$ cat config.mk
export PLATFORM = sky130hd
export DESIGN_NAME = mem_port_arbiter
export DESIGN_NICKNAME = d
export VERILOG_FILES = /design/src/rtl/mem_port_arbiter_pkg.sv /design/src/rtl/mem_port_arbiter_arb_streak_ctr.sv /design/src/rtl/mem_port_arbiter.sv
export SDC_FILE = /design/constraint.sdc
export NUM_CORES = 1
export LEC_CHECK = 0
export BUFFER_PORTS_ARGS = -buffer_cell sky130_fd_sc_hd__buf_4
export CAP_MARGIN = 10
export CORE_AREA = 2 2 105 107
export DETAILED_ROUTE_END_ITERATION = 7
export DIE_AREA = 0 0 107 109
export GPL_TIMING_DRIVEN = 0
export PLACE_DENSITY = 0.69
export SYNTH_ARGS = -nofsm -noshare
export SYNTH_HDL_FRONTEND = slang
export SYNTH_SLANG_ARGS = --single-unit
$ cat constraint.sdc
create_clock -name clk -period 2.3 [get_ports clk]
set_clock_uncertainty 0.15 [all_clocks]
set_input_delay 0.115 -clock clk [delete_from_list [all_inputs] [get_ports clk]]
set_output_delay 0.115 -clock clk [all_outputs]
set_load 0.01 [all_outputs]
$ cat src/rtl/mem_port_arbiter_pkg.sv
// Shared arbiter types: grant state encoding and streak defaults.
// Used by the memory-port arbiter and its streak counter.
package mem_port_arbiter_pkg;

    localparam int MAX_DSTREAK_DEF = 4;
    localparam int STREAK_W        = 4;

    typedef enum logic [1:0] {
        IDLE   = 2'd0,
        GNT_IF = 2'd1,
        GNT_DM = 2'd2
    } arb_state_t;

endpackage

$ cat src/rtl/mem_port_arbiter_arb_streak_ctr.sv
// Saturating count of consecutive data-side grants won over a waiting fetch.
// Clear has priority over increment; sat flags the fairness limit.
module arb_streak_ctr
    import mem_port_arbiter_pkg::*;
#(
    parameter int MAX = MAX_DSTREAK_DEF
) (
    input  logic clk,
    input  logic reset,
    input  logic clr,
    input  logic inc,
    output logic sat
);

    logic [STREAK_W-1:0] count;

    assign sat = (count == STREAK_W'(MAX));

    always_ff @(posedge clk or posedge reset) begin
        if (reset) begin
            count <= '0;
        end else if (clr) begin
            count <= '0;
        end else if (inc && !sat) begin
            count <= count + 1'b1;
        end
    end

endmodule

$ cat src/rtl/mem_port_arbiter.sv
// Single-port memory arbiter between instruction fetch and load/store.
// Registered request port, per-stage stalls, bounded data priority.
module mem_port_arbiter
    import mem_port_arbiter_pkg::*;
#(
    parameter int ADDR_W      = 32,
    parameter int DATA_W      = 32,
    parameter int MAX_DSTREAK = MAX_DSTREAK_DEF
) (
    input  logic              clk,
    input  logic              reset,
    input  logic              if_req,
    input  logic [ADDR_W-1:0] if_addr,
    input  logic              if_flush,
    output logic              if_ready,
    output logic [DATA_W-1:0] if_rdata,
    output logic              if_stall,
    input  logic              dm_req,
    input  logic              dm_we,
    input  logic [ADDR_W-1:0] dm_addr,
    input  logic [DATA_W-1:0] dm_wdata,
    output logic              dm_ready,
    output logic [DATA_W-1:0] dm_rdata,
    output logic              dm_stall,
    output logic              mem_req,
    output logic              mem_we,
    output logic [ADDR_W-1:0] mem_addr,
    output logic [DATA_W-1:0] mem_wdata,
    input  logic              mem_ack,
    input  logic [DATA_W-1:0] mem_rdata
);

    arb_state_t state_q, state_d;
    logic       drop_q, drop_d;
    logic       cnt_clr, cnt_inc, sat;
    logic       if_ok, pick_if, pick_dm;

    arb_streak_ctr #(.MAX(MAX_DSTREAK)) u_streak (
        .clk   (clk),
        .reset (reset),
        .clr   (cnt_clr),
        .inc   (cnt_inc),
        .sat   (sat)
    );

    // A fetch being redirected this cycle does not compete
    assign if_ok   = if_req & ~if_flush;
    assign pick_if = if_ok & (~dm_req | sat);
    assign pick_dm = dm_req & ~pick_if;

    always_comb begin
        state_d = state_q;
        drop_d  = drop_q;
        cnt_clr = 1'b0;
        cnt_inc = 1'b0;
        unique case (state_q)
            IDLE: begin
                unique case (1'b1)
                    pick_dm: begin
                        state_d = GNT_DM;
                        cnt_inc = if_req;
                        cnt_clr = ~if_req;
                    end
                    pick_if: begin
                        state_d = GNT_IF;
                        cnt_clr = 1'b1;
                    end
                    default: ;
                endcase
            end
            GNT_IF: begin
                if (mem_ack) begin
                    state_d = IDLE;
                    drop_d  = 1'b0;
                end else if (if_flush) begin
                    drop_d  = 1'b1;
                end
            end
            GNT_DM: begin
                if (mem_ack) state_d = IDLE;
            end
            default: state_d = IDLE;
        endcase
    end

    always_ff @(posedge clk or posedge reset) begin
        if (reset) begin
            state_q   <= IDLE;
            drop_q    <= 1'b0;
            mem_req   <= 1'b0;
            mem_we    <= 1'b0;
            mem_addr  <= '0;
            mem_wdata <= '0;
        end else begin
            state_q <= state_d;
            drop_q  <= drop_d;
            mem_req <= (state_d != IDLE);
            if (state_q == IDLE && pick_dm) begin
                mem_we    <= dm_we;
                mem_addr  <= dm_addr;
                mem_wdata <= dm_wdata;
            end else if (state_q == IDLE && pick_if) begin
                mem_we    <= 1'b0;
                mem_addr  <= if_addr;
                mem_wdata <= '0;
            end
        end
    end

    assign if_ready = (state_q == GNT_IF) & mem_ack & ~drop_q & ~if_flush;
    assign dm_ready = (state_q == GNT_DM) & mem_ack;
    assign if_rdata = mem_rdata;
    assign dm_rdata = mem_rdata;
    assign if_stall = if_req & ~if_ready;
    assign dm_stall = dm_req & ~dm_ready;

endmodule

**Word-level counts from Yosys, hierarchy flattened**

Index checks and enable logic that the tools add are counted.

- Register bits: 73
- Logic and storage cells: 56
- Output and inout port bits: 134

- Muxes and demuxes: 17
- Bitwise logic cells: 17
- Add/subtract/negate cells: 1
- Reduce and logical (&&, ||, !) cells: 11
- Eq/ne operators: 3

Operator list:

| kind | count |
|---|---|
| $mux W32 | 4 |
| $and A1 B1 Y1 | 9 |
| $mux W4 | 2 |
| $pmux W2 S2 | 2 |
| $reduce_bool A2 Y1 | 4 |
| $mux W1 | 7 |
| $not A1 Y1 | 7 |
| $add A4 B1 Y4 const B | 1 |
| $eq A4 B3 Y1 const B | 1 |
| $logic_and A1 B1 Y1 | 3 |
| $eq A2 B1 Y1 const B | 1 |
| $eq A2 B2 Y1 const B | 1 |
| $logic_not A2 Y1 | 1 |
| $mux W2 | 1 |
| $pmux W1 S2 | 1 |
| $reduce_and A2 Y1 | 1 |
| $reduce_or A2 Y1 | 1 |
| $logic_not A1 Y1 | 1 |
| $or A1 B1 Y1 | 1 |

**Depth between registers and ports, before layout**

Gate-level depths: netlist (run 1).

- Word-level depth: 10
- Depth in mapped cells: 7

**Cells and area by module**

From an unflattened synthesis (run 1), not the netlist that was laid out.

- Cell total of the unflattened synthesis: 375
- Area, all modules: 3764.9 µm²

By module, submodules not included:

| module | cells each | instances | area each (µm²) |
|---|---|---|---|
| mem_port_arbiter | 350 | 1 | 3527.1 |
| arb_streak_ctr | 25 | 1 | 237.7 |

**Worst setup path before layout (run 1)**

Ideal clock, no wire load.

- Path kind: register to register
- Start: register u_streak.count[0]
- End: register mem_addr[0]
- Path slack: 527 ps
- Period minus slack after synthesis: 1773 ps
- Library setup time: 111 ps
- Required time: 2039 ps
- Path buffers: 2
- Cell stages (with the launch flop): 8
- Arrival: 1512 ps
- Path through: dfrtp_1 -> inv_1 -> ha_1 -> and3b_1 -> o211a_1 -> buf_6 -> buf_6 -> a222oi_1

- Cells in the longest elaborated chain, start to end: 7

Ends and longest elaborated chain:

| item | RTL line | RTL |
|---|---|---|
| start: declaration | mem_port_arbiter_arb_streak_ctr.sv:15 | `logic [STREAK_W-1:0] count;` |
| start signal: assignment | mem_port_arbiter_arb_streak_ctr.sv:25 | `count <= count + 1'b1;` |
| $eq A4 B3 Y1 * | mem_port_arbiter_arb_streak_ctr.sv:17 | `assign sat = (count == STREAK_W'(MAX));` |
| $or A1 B1 Y1 * | mem_port_arbiter.sv:48 | `assign pick_if = if_ok & (~dm_req \| sat);` |
| $and A1 B1 Y1 * | mem_port_arbiter.sv:48 |  |
| $not A1 Y1 | mem_port_arbiter.sv:49 | `assign pick_dm = dm_req & ~pick_if;` |
| $and A1 B1 Y1 | mem_port_arbiter.sv:49 |  |
| $logic_and A1 B1 Y1 | mem_port_arbiter.sv:98 | `if (state_q == IDLE && pick_dm) begin` |
| $mux W32 / $reduce_bool A2 Y1 (equally long branches) | - |  |
| end signal: assignment | mem_port_arbiter.sv:100 | `mem_addr <= dm_addr;` |
| end signal: assignment | mem_port_arbiter.sv:104 | `mem_addr <= if_addr;` |
| end: declaration | mem_port_arbiter.sv:27 | `output logic [ADDR_W-1:0] mem_addr,` |

Every way passes the cells marked *; elsewhere a longest branch is shown, timed or not.
A chain may end at the register's enable or synchronous reset.

**Worst setup path after layout (run 1)**

- Start: register state_q[1]
- End: register mem_wdata[20]

- Cells in the longest elaborated chain, start to end: 3

Ends and longest elaborated chain:

| item | RTL line | RTL |
|---|---|---|
| start: declaration | mem_port_arbiter.sv:33 | `arb_state_t state_q, state_d;` |
| start signal: assignment | mem_port_arbiter.sv:95 | `state_q <= state_d;` |
| $logic_not A2 Y1 * | mem_port_arbiter.sv:98, mem_port_arbiter.sv:102 |  |
| $logic_and A1 B1 Y1, on equally long branches | mem_port_arbiter.sv:98, mem_port_arbiter.sv:102 |  |
| $mux W32 / $reduce_bool A2 Y1 (equally long branches) | - |  |
| end signal: assignment | mem_port_arbiter.sv:101 | `mem_wdata <= dm_wdata;` |
| end: declaration | mem_port_arbiter.sv:28 | `output logic [DATA_W-1:0] mem_wdata,` |

Marked as above.

==> results of run 1 <==
[power groups by stage]
| stage | registers (W) | clock network [W] | logic (W) |
|---|---|---|---|
| 2_1_floorplan | 0.00244 | 0 | 0.00121 |
| 3_3_place_gp | 0.00221 | 0 | 0.00282 |
| 3_5_place_dp | 0.00223 | 0 | 0.00288 |
| 4_1_cts | 0.00221 | 0.00127 | 0.00304 |
| 5_1_grt | 0.00229 | 0.00132 | 0.00328 |
| 6_report | 0.00223 | 0.00125 | 0.00304 |
[tightest hold or removal path, delay by kind of cell]
kind	cells	cell delay, ps
buffers and inverters	3	860
[placed cells by master, fill, tap and decap left out, drive strengths merged]
| cell | netlist | final |
|---|---|---|
| buf | 81 | 317 |
| inv | 103 | 103 |
| dlygate4sd3 | 0 | 102 |
| dfrtp | 73 | 73 |
| a222oi | 33 | 33 |
| a22o | 33 | 33 |
| clkbuf | 1 | 13 |
| a21oi | 6 | 6 |
| ha | 6 | 6 |
| nand2 | 5 | 5 |
| o21ai | 5 | 5 |
| bufinv | 0 | 3 |
| and2 | 2 | 2 |
| nand4 | 2 | 2 |
| nand2b | 2 | 2 |
| nor2b | 2 | 2 |
| nor2 | 2 | 2 |
| a31oi | 2 | 2 |
| nand3 | 2 | 2 |
| and2b | 1 | 1 |
| and3b | 1 | 1 |
| o211a | 1 | 1 |
| and4b | 1 | 1 |
| nand3b | 1 | 1 |
| a211oi | 1 | 1 |
| o31ai | 1 | 1 |
| o2111ai | 1 | 1 |
| nor3 | 1 | 1 |
| o221ai | 1 | 1 |
| or4 | 1 | 1 |
| clkinvlp | 0 | 1 |
| clkinv | 0 | 1 |
[state kept, by name (all words and copies together), names as in the netlist]
signal / flops
mem_addr: 32
mem_wdata: 32
u_streak.count: 4
state_q: 2
drop_q: 1
mem_req: 1
mem_we: 1
[area by class of cell]
| cell class | count | area (sq um) | area share [%] |
|---|---|---|---|
| plain buffers | 82 | 608 | 8.68 |
| well taps | 140 | 175 | 2.50 |
| clock inverters | 5 | 103 | 1.46 |
| inverters | 103 | 389 | 5.55 |
| clock buffers | 11 | 141 | 2.02 |
| flip-flops and latches | 73 | 1830 | 26.1 |
| multi-input cells | 113 | 942 | 13.4 |
| repair buffers | 339 | 2820 | 40.3 |
[cell families after synthesis]
| logic type | share of synthesized area (%) |
|---|---|
| buffers and inverters | 26.4 |
| AO/OA/AOI/OAI | 19.5 |
| AND/OR/NAND/NOR | 3.56 |
| flip-flops | 48.6 |
| adder cells (fa/ha/maj) | 2.00 |
[per-layer routing]
layer / share of wire, % / vias to the layer above / track usage (%) / wire [um]
li1: - / 1887 / - / -
met1: 37 / 1882 / 23.8 / 4830
met2: 53 / 196 / 39.1 / 6790
met3: 8.2 / 18 / 5.32 / 1060
met4: 1.7 / 0 / 7.61 / 223
met5: 0 / - / 0 / 0
[worst paths after layout]
| path | start | endpoint | slack (ps) | depth (start not counted) |
|---|---|---|---|---|
| max in group asynchronous | reset | mem_we | 1340 | 4 |
| hold reg to reg | mem_wdata[24] | mem_wdata[24] | 360 | 1 |
| setup / recovery | state_q[1] | mem_wdata[20] | 200 | 7 |
| min in group clk | if_flush | state_q[1] | 90 | 4 |
| setup reg to reg | state_q[1] | mem_wdata[20] | 200 | 7 |
| hold / removal | reset | mem_wdata[16] | 90 | 3 |
[per-stage QoR]
stage	std cells	TNS [ps]	hold WS [ps]	power, W
2_1_floorplan	371	0	50.7	0.00365
3_3_place_gp	747	-54370	163	0.00502
3_5_place_dp	748	0	-79.6	0.00511
4_1_cts	866	0	77.6	0.00651
5_1_grt	866	-0.0615	107	0.00689
6_report	866	0	86.6	0.00652
[Yosys cell counts]
cell / instances
buf_4: 64
nand4_1: 2
nor3_1: 1
and2_1: 2
o21ai_0: 4
and4b_1: 1
nand2_1: 5
o221ai_1: 1
a211oi_1: 1
and3b_1: 1
a222oi_1: 33
buf_1: 1
a31oi_1: 2
o21ai_2: 1
nand3b_1: 1
a22o_1: 33
dfrtp_1: 73
o2111ai_1: 1
nand3_1: 2
nand2b_1: 2
nor2_1: 2
clkbuf_1: 1
buf_2: 10
o31ai_1: 1
and2b_2: 1
buf_6: 6
inv_1: 103
o211a_1: 1
ha_1: 6
a21oi_1: 6
nor2b_1: 2
or4_1: 1
[what timing repair did]
action / in CTS / in global routing
buffers inserted: 0 / 0
resized for setup: 0 / 1
endpoints found under the setup margin: 0 / 11
endpoints found under the hold margin: 144 / 0
hold buffers: 102 / 0
==> summary.md, run 1 <==
| Metric | Value |
|---|---|
| Synth warnings | `0` |
| CTS Buf Count | `9` |
| Max Cap Viol | `0` |
| Pins Over Slew Limit | `0` |
| Syn_area_per_cell | `10.1 sq um` |
| Setup-failing EPs final | `0` |
| Share of post-route cells with drive strength above 1 | `46.1%` |
| Lkg Pwr | `3.86 nW` |
| Area growth syn-to-layout | `86.3%` |
| Reg clk slew, reported paths | `80 ps` |
| Clock Tree Root | `clkbuf_8` |
| Hpwl dp | `8380 um` |
| Run status | `finished, final reports clean` |
| CP startpoint kind | `flop` |
| WP data arrival | `2230 ps` |
| Wire per inst | `14.9 um` |
| Actual slew at the worst max-slew pin | `473 ps` |
| Psw | `0.00223 W` |
| Die X | `107 um` |
| Combinational Power Share | `46.7%` |
| Drt initial violations | `325` |
| Max Clk Rate | `477 MHz` |
| Full die area | `11700 sq um` |
| Critical path's slowest cell | `dfrtp_1` |
| Post-layout util | `66.1%` |
| Total track usage | `21.2%` |
| DR pass1 iterations | `6` |
| Kind of critical path | `flop to flop` |
| CP Capture Type | `flop` |
| CTS tree | `built` |
| Syn nets | `512` |
| Ranking of synthesized cells by area | `dfrtp_1 (49%), buf_4 (13%), inv_1 (10%)` |
| Number of port buffers | `236` |
| Part of the power in the clock network | `19.1%` |
| Routed wire length | `12900 um` |
| Cell-internal power | `0.00429 W` |
| Final period util | `91.2%` |
| Largest net degree at the start of global routing | `57` |
| Yosys reg bits | `73` |
| Sequential cell area fraction in the yosys report | `48.6%` |
| Placed cell areas | `5740 sq um` |
| Clock sink count | `73` |
| I/O pins | `269` |
| Clock tree buffer depth | `2` |
| Vias in the first global route | `3993` |
| Place WS | `186 ps` |
| Final nets | `862` |
| Initial antenna violation count | `0` |
| Antenna-violating nets left | `0` |
| Cells along the critical path | `inv_1, ha_1, nand2_1, a21oi_1, clkbuf_4, buf_2, a22o_1` |
| GRT Residual Overflow | `0` |
| Switching Fraction | `34.2%` |
| Largest area contributor in the netlist | `dfrtp_1` |
| Post-route DRC violation count | `0` |
| Antenna diodes | `0` |
| First-pass GRT wire length | `19200 um` |
| Initial Util | `35.5%` |
| Tmin final | `2100 ps` |
| Crit path required time | `2430 ps` |
| Final instance area | `7010 sq um` |
| Final hold vios | `0` |
| Syn Inst Count | `371` |
| Post-Syn Area | `3760 sq um` |
| RePlAce Congestion | `0.767` |
| Post-synth cell types | `32` |
| Clk_lat worst skew | `350 ps` |
| Core Area | `10600 sq um` |
| Reg power frac | `34.2%` |
| Max_slew headroom | `68.4%` |
| # fillers | `761` |
| Max IR drop VDD | `0.498 mV` |
| PD cells | `930 nW/um^2` |
| Vias | `3983` |
| Count of buffer and inverter cells on the critical path | `3` |
| Final WS setup | `202 ps` |
| CP max stage delay | `430 ps` |
| Row Count | `38` |
| Cell family with most CP delay | `buffers and inverters` |
| HP Class | `input port to asynchronous set/reset pin` |
| Crit Path Max Fanout | `10` |
| Top cell type's share of synthesized area | `48.6%` |
| Avg Vias per Cell | `4.60` |
| H-tree depth | `3` |
| Height of the die | `109 um` |
No activity file was read; power rests on OpenSTA's default activity.
==> inputs of run 2 (changes only) <==
Settings changed: ABC_AREA from default to 1, CORE_AREA 2 2 105 107 to default, CORE_MARGIN from default to 2, CORE_UTILIZATION from default to 43, DIE_AREA 0 0 107 109 to default, PLACE_DENSITY 0.69 to 0.78.
==> run 2 against run 1 <==
Net effect: fmax is 1.5% lower; largest power group unchanged; largest cell class unchanged; synthesized cell count is 42% higher; die area is 7.4% lower; critical endpoint is now mem_addr[10].
==> summary.md, run 2 <==
| Metric | Value |
|---|---|
| Vias in the first global route | `5088 (was 3993)` |
| Clock tree buffer depth | `2 (unchanged)` |
| Hpwl dp | `9250 um (was 8380 um)` |
| Avg Vias per Cell | `4.78 (was 4.60)` |
| Full die area | `10800 sq um (was 11700 sq um)` |
| Total power | `0.00721 W (was 0.00652 W)` |
| Kind of critical path | `flop to flop (unchanged)` |
| Ys async rst share | `100% (unchanged)` |
| Final hold vios | `0 (unchanged)` |
| Crit Path Max Fanout | `8 (was 10)` |
| Antenna diodes | `0 (unchanged)` |
| First-pass GRT wire length | `24500 um (was 19200 um)` |
| Post-synth EDFFs | `0 (unchanged)` |
| Actual slew at the worst max-slew pin | `887 ps (was 473 ps)` |
| Reg clk slew, reported paths | `80 ps (about the same)` |
| Critical path's slowest cell | `dlygate4sd3_1 (was dfrtp_1)` |
| Crit path required time | `2390 ps (was 2430 ps)` |
| Clock Tree Root | `clkbuf_8 (unchanged)` |
| WP data arrival | `2220 ps (was 2230 ps)` |
| Most used cell, CP | `nand2_1` |
| Commonest non-fill, non-tap cell in the layout | `buf_4 (unchanged)` |
| Top post-synthesis cells by count | `nand2_1 (173), dfrtp_1 (73), buf_4 (70) (was inv_1 (103), dfrtp_1 (73), buf_4 (64))` |
| Top cell type's share of synthesized area | `42.5% (was 48.6%)` |
| DR pass1 iterations | `5 (was 6)` |
| Max_slew headroom | `40.9% (was 68.4%)` |
| Synth warnings | `0 (unchanged)` |
| Yosys reg bits | `73 (unchanged)` |
| CTS tree | `built (unchanged)` |
| Pins Over Slew Limit | `0 (unchanged)` |
| Height of the die | `104 um (was 109 um)` |
| CP startpoint kind | `flop (unchanged)` |
| Largest registers | `mem_addr x32, mem_wdata x32, u_streak.count x4 (unchanged)` |
| Ranking of synthesized cells by area | `dfrtp_1 (43%), nand2_1 (15%), buf_4 (12%) (was dfrtp_1 (49%), buf_4 (13%), inv_1 (10%))` |
| Setup-failing EPs final | `0 (unchanged)` |
| Largest area contributor in the netlist | `dfrtp_1 (unchanged)` |
| Antenna-violating nets left | `0 (unchanged)` |
| Post-route DRC violation count | `0 (unchanged)` |
| Share of post-route cells with drive strength above 1 | `44.5% (was 46.1%)` |
| Post-route insts no fill | `1014 (was 866)` |
| Clock sink count | `73 (unchanged)` |
| Wire per inst | `15.2 um (was 14.9 um)` |
| Sequential cell area fraction in the yosys report | `42.5% (was 48.6%)` |
| Syn Inst Count | `528 (was 371)` |
| Final nets | `1017 (was 862)` |
| PD cells | `967 nW/um^2 (was 930 nW/um^2)` |
| Row Count | `36 (was 38)` |
| CP max stage delay | `560 ps (was 430 ps)` |
| Worst hold slack | `99.9 ps (was 86.6 ps)` |
| Initial antenna violation count | `0 (unchanged)` |
| Syn_area_per_cell | `8.13 sq um (was 10.1 sq um)` |
| Most frequent cells in the layout | `buf_4 (307), nand2_1 (173), dlygate4sd3_1 (100), dfrtp_1 (73), inv_1 (50) (was buf_4 (300), inv_1 (102), dlygate4sd3_1 (102), dfrtp_1 (73))` |
| Dominant cell by count in the synthesized netlist | `nand2_1 (was inv_1)` |
| I/O pins | `269 (unchanged)` |
| RePlAce Congestion | `0.859 (was 0.767)` |
| Max IR drop VDD | `0.532 mV (was 0.498 mV)` |
| Clk_lat worst skew | `340 ps (was 350 ps)` |
| Post-layout util | `76.6% (was 66.1%)` |
| Drt initial violations | `199 (was 325)` |
| Tmin final | `2130 ps (was 2100 ps)` |
| GRT Residual Overflow | `0 (unchanged)` |
| HP Class | `input port to flop (was input port to asynchronous set/reset pin)` |
| Cells along the critical path | `inv_1, ha_1, nand3_2, nand2_2, nand2_4, nand2_8, nand2_1, nand3_1, dlygate4sd3_1, nand2_1 (was inv_1, ha_1, nand2_1, a21oi_1, clkbuf_4, buf_2, a22o_1)` |
| Final period util | `92.6% (was 91.2%)` |
| Max Clk Rate | `469 MHz (was 477 MHz)` |
| Lkg Pwr | `4.19 nW (was 3.86 nW)` |
| H-tree depth | `3 (unchanged)` |
| Syn nets | `669 (was 512)` |
| CTS Buf Count | `9 (unchanged)` |
| Placed Cells | `897 (was 748)` |
| Total track usage | `28.0% (was 21.2%)` |
| Initial Util | `44.1% (was 35.5%)` |
| Max Cap Viol | `0 (unchanged)` |
| CP Capture Type | `flop (unchanged)` |
| Post-Syn Area | `4290 sq um (was 3760 sq um)` |
| TNS Setup | `0 ps (unchanged)` |
| Top FF cell, synth | `dfrtp_1 (unchanged)` |
| Die X | `104 um (was 107 um)` |
| Area growth syn-to-layout | `73.6% (was 86.3%)` |
| Core Area | `9730 sq um (was 10600 sq um)` |
| Run status | `finished, final reports clean (unchanged)` |
| Largest net degree at the start of global routing | `74 (was 57)` |
| Vias | `4845 (was 3983)` |
| Post-synth cell types | `20 (was 32)` |
| Routed wire length | `15500 um (was 12900 um)` |
| Number of port buffers | `236 (unchanged)` |
==> run 2: repair_timing <==
| item | 4_1_cts | 5_1_grt |
|---|---|---|
| endpoints found under the hold margin | 139 | 0 |
| buffers inserted | 0 | 1 |
| setup endpoints to repair | 0 | 2 |
| hold buffers | 100 | 0 |
| resized for setup | 0 | 3 |
==> run 2: power breakdown <==
group          internal (W)  switching, W  total [W]
combinational       0.00189       0.00201    0.00390
sequential          0.00188      0.000431    0.00231
clock              0.000505      0.000501    0.00101
total               0.00427       0.00294    0.00721
==> run 2: path summary, 6_finish.rpt <==
path                                  to              start  depth (start not counted)  slack, ps
min                              mem_req             dm_req                          5        100
max                         mem_addr[10]  u_streak.count[0]                         10        170
min in group asynchronous  mem_wdata[24]              reset                          3        380
min reg2reg                  mem_addr[2]        mem_addr[2]                          2        340
max reg2reg                 mem_addr[10]  u_streak.count[0]                         10        170
max in group asynchronous   mem_addr[27]              reset                          3       1050
==> run 2: final cells by class <==
| type | instances | area [sq um] |
|---|---|---|
| inverter | 56 | 218 |
| tap | 133 | 166 |
| timing repair buffer | 337 | 2780 |
| clock inverter | 6 | 67.6 |
| buffer | 86 | 687 |
| sequential | 73 | 1830 |
| clock buffer | 10 | 128 |
| fill | 644 | 2270 |
| multi-input combinational | 313 | 1580 |
==> run 2: worst max-delay path, delay by kind of cell (launching register included) <==
| kind | cells | cell delay, ps |
|---|---|---|
| fa+ha+maj | 1 | 190 |
| buf+inv | 2 | 660 |
| flops | 1 | 410 |
| simple gates | 7 | 610 |
==> run 2: metal layers <==
layer  track usage (%)  routed length, um
met1              30.7               5750
met4              12.6                571
met2              50.0               7890
met5                 0                  0
met3              8.21               1240
==> run 2: cell families (layout without fill, tap and decap cells) <==
kind of cell	Yosys count	in the layout	share of synthesized area, %
AO/OA/AOI/OAI	2	2	0.233
adder cells (fa/ha/maj)	6	6	1.75
XOR/XNOR	2	2	0.408
flip-flops	73	73	42.5
AND/OR/NAND/NOR	303	303	34.1
buffers and inverters	142	495	21.0
==> run 2: metrics by stage <==
| stage | instance area, sq um | setup WS (ps) |
|---|---|---|
| final | 7450 | 170 |
| after global routing | 7450 | -0.234 |
| after CTS | 7430 | 119 |
| after detailed placement | 6230 | 470 |
| after global placement | 6230 | -659 |
| after floorplan | 4290 | 182 |
==> inputs of run 3 (changes only) <==
Settings changed: SETUP_SLACK_MARGIN from default to 0.4.
==> run 3 against run 2 <==
Net effect: clock-buffer cell count is the same; hold slack lost 49 ps; non-clock buffer count grew 3; sequential share of layout area shrank 0.28 points; combinational power is essentially flat; global-route usage grew 0.36 points; setup slack gained 320 ps; register-to-register slack gained 320 ps; critical path depth is the same; highest routed layer unchanged.
==> summary.md, run 3 (synthesized netlist as in run 2, its figures left out) <==
| Metric | Value |
|---|---|
| # fillers | `630 (was 644)` |
| WP data arrival | `1930 ps (was 2220 ps)` |
| Post-layout util | `77.5% (was 76.6%)` |
| Actual slew at the worst max-slew pin | `793 ps (was 887 ps)` |
| Reg-to-Reg Start | `u_streak.count[0] (unchanged)` |
| CTS Buf Count | `9 (unchanged)` |
| Core Area | `9730 sq um (unchanged)` |
| Post-route DRC violation count | `0 (unchanged)` |
| Hpwl dp | `9300 um (was 9250 um)` |
| Reg power frac | `30.9% (was 32.0%)` |
| Routed wire length | `15500 um (about the same)` |
| Avg Vias per Cell | `4.72 (was 4.78)` |
| I/O pins | `269 (unchanged)` |
| Setup-failing EPs final | `0 (unchanged)` |
| Cells along the critical path | `inv_1, ha_1, nand3_1, nand2_2, nand2_4, nand2_4, inv_4, buf_4, nand2_1, nand2_1 (was inv_1, ha_1, nand3_2, nand2_2, nand2_4, nand2_8, nand2_1, nand3_1, dlygate4sd3_1, nand2_1)` |
| RePlAce Congestion | `0.815 (was 0.859)` |
| Total track usage | `28.4% (was 28.0%)` |
| CP Capture Type | `flop (unchanged)` |
| Critical path's slowest cell | `dfrtp_1 (was dlygate4sd3_1)` |
| Crit Path Max Fanout | `10 (was 8)` |
| Vias in the first global route | `5058 (was 5088)` |
| Final hold vios | `0 (unchanged)` |
| Row Count | `36 (unchanged)` |
| GRT Residual Overflow | `0 (unchanged)` |
| CP startpoint kind | `flop (unchanged)` |
| Number of port buffers | `236 (unchanged)` |
| Vias | `4798 (was 4845)` |
| First-pass GRT wire length | `24900 um (was 24500 um)` |
| Commonest non-fill, non-tap cell in the layout | `buf_4 (unchanged)` |
| Cell-internal power | `0.00450 W (was 0.00427 W)` |
| Most frequent cells in the layout | `buf_4 (307), nand2_1 (173), dlygate4sd3_1 (100), dfrtp_1 (73), inv_1 (50) (unchanged)` |
| HP Class | `input port to flop (unchanged)` |
| Initial antenna violation count | `0 (unchanged)` |
| Antenna diodes | `0 (unchanged)` |
| Clock Tree Root | `clkbuf_8 (unchanged)` |
| Crit path from | `u_streak.count[0] (unchanged)` |
| Final WS setup | `494 ps (was 170 ps)` |
| Largest net degree at the start of global routing | `41 (was 74)` |
| PD cells | `986 nW/um^2 (was 967 nW/um^2)` |
| Clock tree buffer depth | `2 (unchanged)` |
| Height of the die | `104 um (unchanged)` |
| Psw | `0.00294 W (about the same)` |
| Final nets | `1020 (was 1017)` |
| Final period util | `78.5% (was 92.6%)` |
| Initial Util | `44.1% (unchanged)` |
| Tmin final | `1810 ps (was 2130 ps)` |
| Hold_sp | `dm_req (unchanged)` |
| Worst hold slack | `51.4 ps (was 99.9 ps)` |
| Wire per inst | `15.3 um (was 15.2 um)` |
| CP max stage delay | `370 ps (was 560 ps)` |
| Cell family with most CP delay | `simple AND/OR/NAND/NOR gates (was buffers and inverters)` |
| Place WS | `497 ps (was 470 ps)` |
| Switching Fraction | `39.5% (was 40.8%)` |
| Antenna-violating nets left | `0 (unchanged)` |
| Lkg Pwr | `4.24 nW (was 4.19 nW)` |
| Pins Over Slew Limit | `0 (unchanged)` |
| Max Clk Rate | `554 MHz (was 469 MHz)` |
| CTS tree | `built (unchanged)` |
| Full die area | `10800 sq um (unchanged)` |
| Drt initial violations | `299 (was 199)` |
| DR pass1 iterations | `5 (unchanged)` |
| Max_slew headroom | `47.0% (was 40.9%)` |
| Part of the power in the clock network | `16.5% (was 13.9%)` |
| Combinational Power Share | `52.6% (was 54.1%)` |
| Clock sink count | `73 (unchanged)` |
| TNS Setup | `0 ps (unchanged)` |
| RSZ-0062 raised after global routing | `yes` |
| Crit path required time | `2430 ps (was 2390 ps)` |
| Count of buffer and inverter cells on the critical path | `3 (was 2)` |
| Max Cap Viol | `0 (unchanged)` |
| Area growth syn-to-layout | `75.6% (was 73.6%)` |
| Max IR drop VDD | `0.551 mV (was 0.532 mV)` |
| Clk_lat worst skew | `330 ps (was 340 ps)` |
| Die X | `104 um (unchanged)` |
| Run status | `finished, final reports clean (unchanged)` |
| Share of post-route cells with drive strength above 1 | `44.8% (was 44.5%)` |
| Reg clk slew, reported paths | `80 ps (about the same)` |
| Largest registers | `mem_addr x32, mem_wdata x32, u_streak.count x4 (unchanged)` |
| Kind of critical path | `flop to flop (unchanged)` |
| H-tree depth | `3 (unchanged)` |
run 3: power groups by stage:
stage	sequential [W]	clock, W	combinational [W]
2_1_floorplan	0.00250	0	0.00181
3_3_place_gp	0.00227	0	0.00350
3_5_place_dp	0.00229	0	0.00361
4_1_cts	0.00228	0.00124	0.00378
5_1_grt	0.00235	0.00129	0.00427
6_report	0.00229	0.00123	0.00391
run 3: worst min-delay path, cell delays in order:
cell	delay, ps
buf_4	120
nor2_4	60
nand2_1	60
nand3_1	90
inv_1	60
run 3: final cells by class:
class	count	area, sq um	share of cell area [%]
Timing Repair Buffer	340	2820	37.3
Sequential cell	73	1830	24.2
Multi-Input combinational cell	313	1580	20.9
Buffer	86	694	9.21
Inverter	56	219	2.90
Tap cell	133	166	2.21
Clock buffer	10	128	1.69
Clock inverter	6	115	1.53
run 3: timing repair:
action,4_1_cts,5_1_grt
endpoints found under the hold margin,99,0
buffers inserted,0,3
resized for setup,0,5
hold buffers,100,0
endpoints found under the setup margin,0,67
run 3: metal layers:
metal	wire length (um)	share of wire [%]	GRT usage (%)	vias up
met2	8070	52	51.2	265
met3	1270	8.2	7.58	37
li1	-	-	-	2244
met4	409	2.6	10.8	0
met5	0	0	0	-
met1	5770	37	31.9	2252
run 3: final timing paths:
| path | end | slack (ps) | cells after the start |
|---|---|---|---|
| worst max-delay path | mem_wdata[26] | 490 | 10 |
| worst min-delay path | state_q[1] | 50 | 5 |
| worst max register to register | mem_wdata[26] | 490 | 10 |
| worst min register to register | mem_addr[1] | 330 | 2 |
| max in group asynchronous | mem_addr[2] | 1010 | 4 |
| min in group asynchronous | mem_wdata[26] | 340 | 3 |
run 3: per-stage QoR:
| stage | cells | power, W | instance area (sq um) |
|---|---|---|---|
| after floorplan | 528 | 0.00431 | 4300 |
| after global placement | 897 | 0.00576 | 6240 |
| after detailed placement | 898 | 0.00590 | 6260 |
| after CTS | 1014 | 0.00730 | 7500 |
| after global routing | 1017 | 0.00791 | 7540 |
| final | 1017 | 0.00744 | 7540 |
